--- config.mk ---
export PLATFORM = sky130hd
export DESIGN_NAME = serial_cmp_ctrl
export DESIGN_NICKNAME = d
export VERILOG_FILES = /design/src/rtl/serial_cmp_ctrl.sv
export SDC_FILE = /design/constraint.sdc
export NUM_CORES = 1
export LEC_CHECK = 0
export BUFFER_PORTS_ARGS = -buffer_cell sky130_fd_sc_hd__clkbuf_2
export CORE_MARGIN = 2
export CORE_UTILIZATION = 44
export CTS_BUF_LIST = sky130_fd_sc_hd__clkbuf_4
export DETAILED_ROUTE_END_ITERATION = 10
export PLACE_DENSITY = 0.75
export SYNTH_ARGS = -nofsm -noshare
export SYNTH_HDL_FRONTEND = slang
export SYNTH_SLANG_ARGS = --single-unit
--- constraint.sdc ---
create_clock -name clk -period 2.1 [get_ports clk]
set_input_delay 0.21 -clock clk [delete_from_list [all_inputs] [get_ports clk]]
set_output_delay 0.21 -clock clk [all_outputs]
set_load 0.01 [all_outputs]
--- src/rtl/serial_cmp_ctrl.sv ---
// Bit-serial magnitude comparator: walks two latched operands MSB-first through a
// single 1-bit comparator cell and stops at the first differing bit.
module serial_cmp_ctrl #(
  parameter int WIDTH = 8
) (
  input  logic             clk,
  input  logic             rst_n,
  input  logic             start,
  input  logic [WIDTH-1:0] a_in,
  input  logic [WIDTH-1:0] b_in,
  output logic             busy,
  output logic             done,
  output logic             great,
  output logic             less,
  output logic             eq
);

  localparam int CNT_W = (WIDTH > 2) ? $clog2(WIDTH) : 1;

  localparam logic [1:0] S_IDLE  = 2'd0;
  localparam logic [1:0] S_SHIFT = 2'd1;
  localparam logic [1:0] S_DONE  = 2'd2;

  logic [1:0]       state;
  logic [WIDTH-1:0] a_r;
  logic [WIDTH-1:0] b_r;
  logic [CNT_W-1:0] idx;

  logic bit_a;
  logic bit_b;
  logic cell_great;
  logic cell_less;
  logic cell_eq;

  // The one shared 1-bit comparator cell, fed from the current bit index.
  assign bit_a      = a_r[idx];
  assign bit_b      = b_r[idx];
  assign cell_great = bit_a & ~bit_b;
  assign cell_less  = ~bit_a & bit_b;
  assign cell_eq    = ~(bit_a ^ bit_b);

  always_ff @(posedge clk or negedge rst_n) begin
    if (!rst_n) begin
      state <= S_IDLE;
      a_r   <= '0;
      b_r   <= '0;
      idx   <= '0;
      busy  <= 1'b0;
      done  <= 1'b0;
      great <= 1'b0;
      less  <= 1'b0;
      eq    <= 1'b0;
    end else begin
      done <= 1'b0;
      case (state)
        S_IDLE: begin
          if (start) begin
            a_r   <= a_in;
            b_r   <= b_in;
            idx   <= CNT_W'(WIDTH - 1);
            great <= 1'b0;
            less  <= 1'b0;
            eq    <= 1'b0;
            busy  <= 1'b1;
            state <= S_SHIFT;
          end
        end
        S_SHIFT: begin
          // The exit at bit 0 takes priority over the decrement, so idx never wraps.
          if (!cell_eq) begin
            great <= cell_great;
            less  <= cell_less;
            eq    <= 1'b0;
            busy  <= 1'b0;
            done  <= 1'b1;
            state <= S_DONE;
          end else if (idx == '0) begin
            eq    <= 1'b1;
            busy  <= 1'b0;
            done  <= 1'b1;
            state <= S_DONE;
          end else begin
            idx <= idx - CNT_W'(1);
          end
        end
        S_DONE: begin
          state <= S_IDLE;
        end
        default: begin
          busy  <= 1'b0;
          state <= S_IDLE;
        end
      endcase
    end
  end

endmodule

== Word-level counts from Yosys, hierarchy flattened ==
Index checks and enable logic that the tools add are counted.
W data, S select, Z words.

* Bitwise logic cells: 6
* Eq/ne operators: 7
* Reductions and logical operators: 9
* Add/sub/neg operators: 1
* Muxes and demuxes: 27
* Magnitude comparators: 1

{| class="wikitable"
|+ Operator list
! cell !! count
|-
| $mux W1 || 13
|-
| $mux W3 || 3
|-
| $reduce_and A3 Y1 || 3
|-
| $ne A2 B2 Y1 const B || 4
|-
| $bmux W1 S3 || 2
|-
| $mux W2 || 3
|-
| $pmux W1 S2 || 3
|-
| $pmux W3 S2 || 1
|-
| $lt A3 B4 Y1 const B || 1
|-
| $pmux W2 S2 || 1
|-
| $reduce_and A2 Y1 || 2
|-
| $reduce_and A4 Y1 || 1
|-
| $logic_not A3 Y1 || 1
|-
| $ne A3 B3 Y1 const B || 1
|-
| $not A1 Y1 || 3
|-
| $pmux W1 S3 || 1
|-
| $sub A3 B1 Y3 const B || 1
|-
| $and A1 B1 Y1 || 2
|-
| $eq A2 B1 Y1 const B || 1
|-
| $eq A2 B2 Y1 const B || 1
|-
| $logic_not A2 Y1 || 1
|-
| $reduce_bool A2 Y1 || 1
|-
| $xor A1 B1 Y1 || 1
|}

* Register bits: 26
* Logic and storage cells: 60
* Bits of input ports: 19

== Longest topological paths before layout ==
* Depth in word-level cells: 6
* Depth in mapped cells: 9

== Worst setup path before layout ==
Ideal clock, no wire load.

* Path kind: reg-to-reg
* Start point: register idx[0]
* End point: register great
* Slack: -0.038 ns
* Required time: 1.979 ns
* Cell stages (with the launch flop): 10
* Buffers on the path: 2
* Setup time: 0.121 ns
* Arrival time: 2.017 ns
* Path through: dfrtp_1 buf_6 mux4_1 nand2_1 nand2_1 ha_1 clkbuf_1 nor2_1 a22o_1 a22o_1

* Longest elaborated chain between the ends: 6
* Elaborated cells on any way between the ends: 11

{| class="wikitable"
|+ Ends and longest elaborated chain
! what !! RTL line !! text
|-
| from (decl) || 27 || <nowiki>logic [CNT_W-1:0] idx;</nowiki>
|-
| from (signal assigned) || 60 || <nowiki>idx <= CNT_W'(WIDTH - 1);</nowiki>
|-
| from (signal assigned) || 83 || <nowiki>idx <= idx - CNT_W'(1);</nowiki>
|-
| $bmux W1 S3 || 37 || <nowiki>assign bit_b = b_r[idx];</nowiki>
|-
| $mux W1 (not written as such) || 37 ||
|-
| $not A1 Y1 || 38 || <nowiki>assign cell_great = bit_a & ~bit_b;</nowiki>
|-
| $and A1 B1 Y1 || 38 ||
|-
| $mux W1 || 70 || <nowiki>if (!cell_eq) begin</nowiki>
|-
| $pmux W1 S2 || 55 || <nowiki>case (state)</nowiki>
|-
| to (signal assigned) || 71 || <nowiki>great <= cell_great;</nowiki>
|-
| to (decl) || 13 || <nowiki>output logic great,</nowiki>
|}

Several ways; a longest one is shown, not always the timed one. The select of a mux whose other input is x is not followed.
A chain may end at the register's enable or synchronous reset.

== Worst setup path in the final report ==
Same ends and word-level chain as after synthesis.

==> impl_results.html <==
<table>
<tr><th>Metric</th><th>Value</th></tr>
<tr><th colspan="2">STA</th></tr>
<tr><td>Measured slew at the worst slew-check pin</td><td>0.636 ns</td></tr>
<tr><td>Fin worst setup slack</td><td>0.0821 ns</td></tr>
<tr><td>Clock Skews</td><td>0.00602 ns</td></tr>
<tr><td>Headroom to the max-slew limit</td><td>57.6%</td></tr>
<tr><td>Number of hold violations in the final report</td><td>0</td></tr>
<tr><td>Final critical path time including I/O delays and setup</td><td>2.02 ns</td></tr>
<tr><td>Final setup vio count</td><td>0</td></tr>
<tr><td>Final cycle utilization of the critical path</td><td>96.1%</td></tr>
<tr><td>Final-report max-slew violation count</td><td>0</td></tr>
<tr><td>Final Hold Slack</td><td>0.117 ns</td></tr>
<tr><td>Maximum clock rate</td><td>496 MHz</td></tr>
<tr><td>Total negative setup slack</td><td>0 ns</td></tr>
<tr><th colspan="2">Cells and area</th></tr>
<tr><td>Net count reported at finish</td><td>139</td></tr>
<tr><td>Share of post-route cells with drive strength above 1</td><td>48.7%</td></tr>
<tr><td>Most frequent cells in the layout</td><td>dfrtp_1 (25), clkbuf_2 (23), mux2_2 (16)</td></tr>
<tr><td>Non-filler instance count after layout</td><td>146</td></tr>
<tr><td>Antenna Cells</td><td>0</td></tr>
<tr><td>Most common cell after layout, fill and taps aside</td><td>dfrtp_1</td></tr>
<tr><td>Area growth from synthesis to layout</td><td>14.6%</td></tr>
<tr><td>Final Cell Area</td><td>1420 µm²</td></tr>
<tr><th colspan="2">Floorplan</th></tr>
<tr><td>I/O pins</td><td>24</td></tr>
<tr><td>Horizontal die dimension</td><td>57.1 µm</td></tr>
<tr><td>Starting utilization of the core area</td><td>45.8%</td></tr>
<tr><td>Cell Rows</td><td>19</td></tr>
<tr><td>DIE HEIGHT</td><td>57.1 µm</td></tr>
<tr><td>Std-Cell Core Area</td><td>2710 µm²</td></tr>
<tr><td>Die area</td><td>3260 µm²</td></tr>
<tr><th colspan="2">Yosys</th></tr>
<tr><td>Sequential area share after synthesis</td><td>52.4%</td></tr>
<tr><td>Number of warning messages in the yosys log</td><td>0</td></tr>
<tr><td>Synth unique cells</td><td>23</td></tr>
<tr><td>Post-synthesis instance area</td><td>1240 µm²</td></tr>
<tr><td>Syn avg cell area</td><td>13.8 µm²</td></tr>
<tr><td>Flip-flop and latch count after synthesis</td><td>26</td></tr>
<tr><td>Post-synth net total</td><td>113</td></tr>
<tr><td>Cells after Synth</td><td>90</td></tr>
<tr><th colspan="2">Detailed routing</th></tr>
<tr><td>Number of routed nets with antenna violations</td><td>0</td></tr>
<tr><td>Routed WL</td><td>2000 µm</td></tr>
<tr><td>DR DRC count</td><td>0</td></tr>
<tr><td>Pre-Repair DR Iteration Count</td><td>4</td></tr>
<tr><td>Via-to-Cell Ratio</td><td>5.38</td></tr>
<tr><td>Final routed wire length divided by cell count</td><td>13.7 µm</td></tr>
<tr><td>DRT iter0 DRCs</td><td>6</td></tr>
<tr><td>Vias after detailed routing</td><td>786</td></tr>
<tr><th colspan="2">Pwr</th></tr>
<tr><td>Worst VDD drop</td><td>0.00104 V</td></tr>
<tr><td>Power per Cell Area</td><td>1530 nW/µm²</td></tr>
<tr><td>Standby leakage power</td><td>0.690 nW</td></tr>
<tr><th colspan="2">Clock network</th></tr>
<tr><td>Clock latency on the worst-skew pair</td><td>0.31 ns</td></tr>
<tr><td>Clock input transition at the sequential cells of the worst setup and hold paths</td><td>0.13 ns</td></tr>
<tr><td>Clock buffers created by TritonCTS</td><td>3</td></tr>
<tr><td>Clock root buffer</td><td>clkbuf_4</td></tr>
<tr><td>Number of sinks handled by clock tree synthesis</td><td>26</td></tr>
<tr><td>Post-CTS setup-driven buffer insertion count</td><td>0</td></tr>
<tr><td>Longest Clk Path Bufs</td><td>2</td></tr>
<tr><td>Depth of the CTS H-tree</td><td>1</td></tr>
<tr><td>CTS tree</td><td>built</td></tr>
<tr><th colspan="2">GRT</th></tr>
<tr><td>Wire length of the first global-routing pass</td><td>3280 µm</td></tr>
<tr><td>Number of antenna violations at the first check in global routing</td><td>0</td></tr>
<tr><td>Number of global-route vias before repair</td><td>777</td></tr>
<tr><td>Maximum number of pins on one net before global-route repair</td><td>27</td></tr>
<tr><td>Total track usage</td><td>12.6%</td></tr>
<tr><td>Total congestion overflow after global routing</td><td>0</td></tr>
<tr><th colspan="2">Place</th></tr>
<tr><td>Instance area at placement</td><td>1380 µm²</td></tr>
<tr><td>Global placer's final weighted congestion</td><td>0.773</td></tr>
<tr><td>Count of placed standard cells including taps</td><td>141</td></tr>
<tr><td>Pre-CTS setup slack</td><td>-0.0734 ns</td></tr>
<tr><td>Port bufs</td><td>23</td></tr>
<tr><td>Detailed placer's ending HPWL</td><td>1430 µm</td></tr>
<tr><th colspan="2">Setup path</th></tr>
<tr><td>Setup crit start kind</td><td>flip-flop</td></tr>
<tr><td>CP Capture Type</td><td>flip-flop</td></tr>
<tr><td>Highest net fanout along the worst path</td><td>8</td></tr>
<tr><td>CP Class</td><td>flip-flop to flip-flop</td></tr>
<tr><td>Required time at the endpoint of the critical path</td><td>2.31 ns</td></tr>
<tr><td>CP Data Arrival Time</td><td>2.23 ns</td></tr>
<tr><th colspan="2">Status</th></tr>
<tr><td>Status</td><td>complete, no violations</td></tr>
<tr><th colspan="2">Hold path</th></tr>
<tr><td>Path category of the worst min-delay check</td><td>primary input to flip-flop</td></tr>
<tr><th colspan="2">Flow run</th></tr>
<tr><td>Max capacitance violation total</td><td>0</td></tr>
</table>
==> report_power, final <==
| part | total (mW) | switching (mW) | internal (mW) | leakage, nW |
|---|---|---|---|---|
| Combinational | 1.07 | 0.457 | 0.617 | 0.367 |
| Clock | 0.208 | 0.138 | 0.0694 | 0.0154 |
| Sequential | 0.897 | 0.168 | 0.729 | 0.308 |
| Total | 2.18 | 0.763 | 1.42 | 0.690 |
==> final cells by class <==
class	count	area [µm²]
fill	253	1290
clock buffer	3	22.5
clock inverter	1	3.75
timing repair buffer	26	140
multi-input combinational	56	554
sequential	26	652
tap	31	38.8
inverter	3	11.3
==> critical path, stage by stage (launching register included) <==
cell,delay [ns]
dfrtp_2,0.47
mux4_2,0.53
nand2_2,0.09
nand2_2,0.07
ha_4,0.31
nor2_2,0.05
a22o_1,0.18
a22o_1,0.22
==> layer usage <==
layer  up-vias  part of all wire [%]  wire (µm)  GRT usage (%)
met5         -                     0          0              0
li1        367                     -          -              -
met1       399                    44        884           15.8
met4         0                     0          0           2.99
met3         0                   4.1         83           2.04
met2        20                    52       1030           22.7
==> cell usage after synthesis <==
cell type	number	share of area (%)
nand2b_1	2	1.0
o22a_1	1	0.71
and2_1	2	1.0
mux2_2	16	15
a21oi_1	1	0.40
mux4_1	4	8.5
mux2i_1	4	3.2
o21bai_1	1	0.61
nand4_1	1	0.50
a21boi_0	2	1.2
nor2_1	5	1.5
and2b_1	1	0.61
inv_1	3	0.91
buf_6	1	0.91
nand2_1	6	1.8
buf_4	2	1.2
a22o_1	4	2.8
nor3b_2	1	1.0
ha_1	4	4.0
dfrtp_1	26	52
clkbuf_1	1	0.30
clkbuf_2	1	0.40
nand3_1	1	0.40
==> registers in the layout (all words and copies together), names as in the netlist <==
name / count
a_r: 8
b_r: 8
busy: 1
done: 1
eq: 1
great: 1
idx: 3
less: 1
state: 2
==> timing repair <==
| action | CTS | global route |
|---|---|---|
| hold buffers | 1 | 0 |
| gates resized for setup | 3 | 9 |
| setup endpoints to repair | 5 | 5 |
| hold endpoints to repair | 26 | 0 |
| gates cloned | 0 | 0 |
| pin swaps | 0 | 3 |
==> cells by family after synthesis <==
group / count (synthesis) / share of synthesized area (%)
fa+ha+maj: 4 / 4.03
simple gates: 19 / 7.86
mux: 24 / 26.2
buf+inv: 8 / 3.73
flops: 26 / 52.4
compound gates: 9 / 5.75
==> stage by stage <==
step	util, %	total power [mW]
5_1_grt	52.5	2.35
3_3_place_gp	50.7	1.79
2_1_floorplan	-	1.65
4_1_cts	52.6	2.11
3_5_place_dp	50.7	1.84
6_report	52.5	2.18
==> path summary, 6_finish.rpt <==
check	start	end	slack, ns	cells after the start
min in group asynchronous	rst_n	done	0.43	2
worst max register to register	idx[0]	great	0.08	7
worst max-delay path	idx[0]	great	0.08	7
worst min register to register	a_r[3]	a_r[3]	0.52	1
max in group asynchronous	rst_n	idx[0]	1.23	2
worst min-delay path	a_in[7]	a_r[7]	0.12	2
Note: power is estimated with default switching activity, not from simulation.
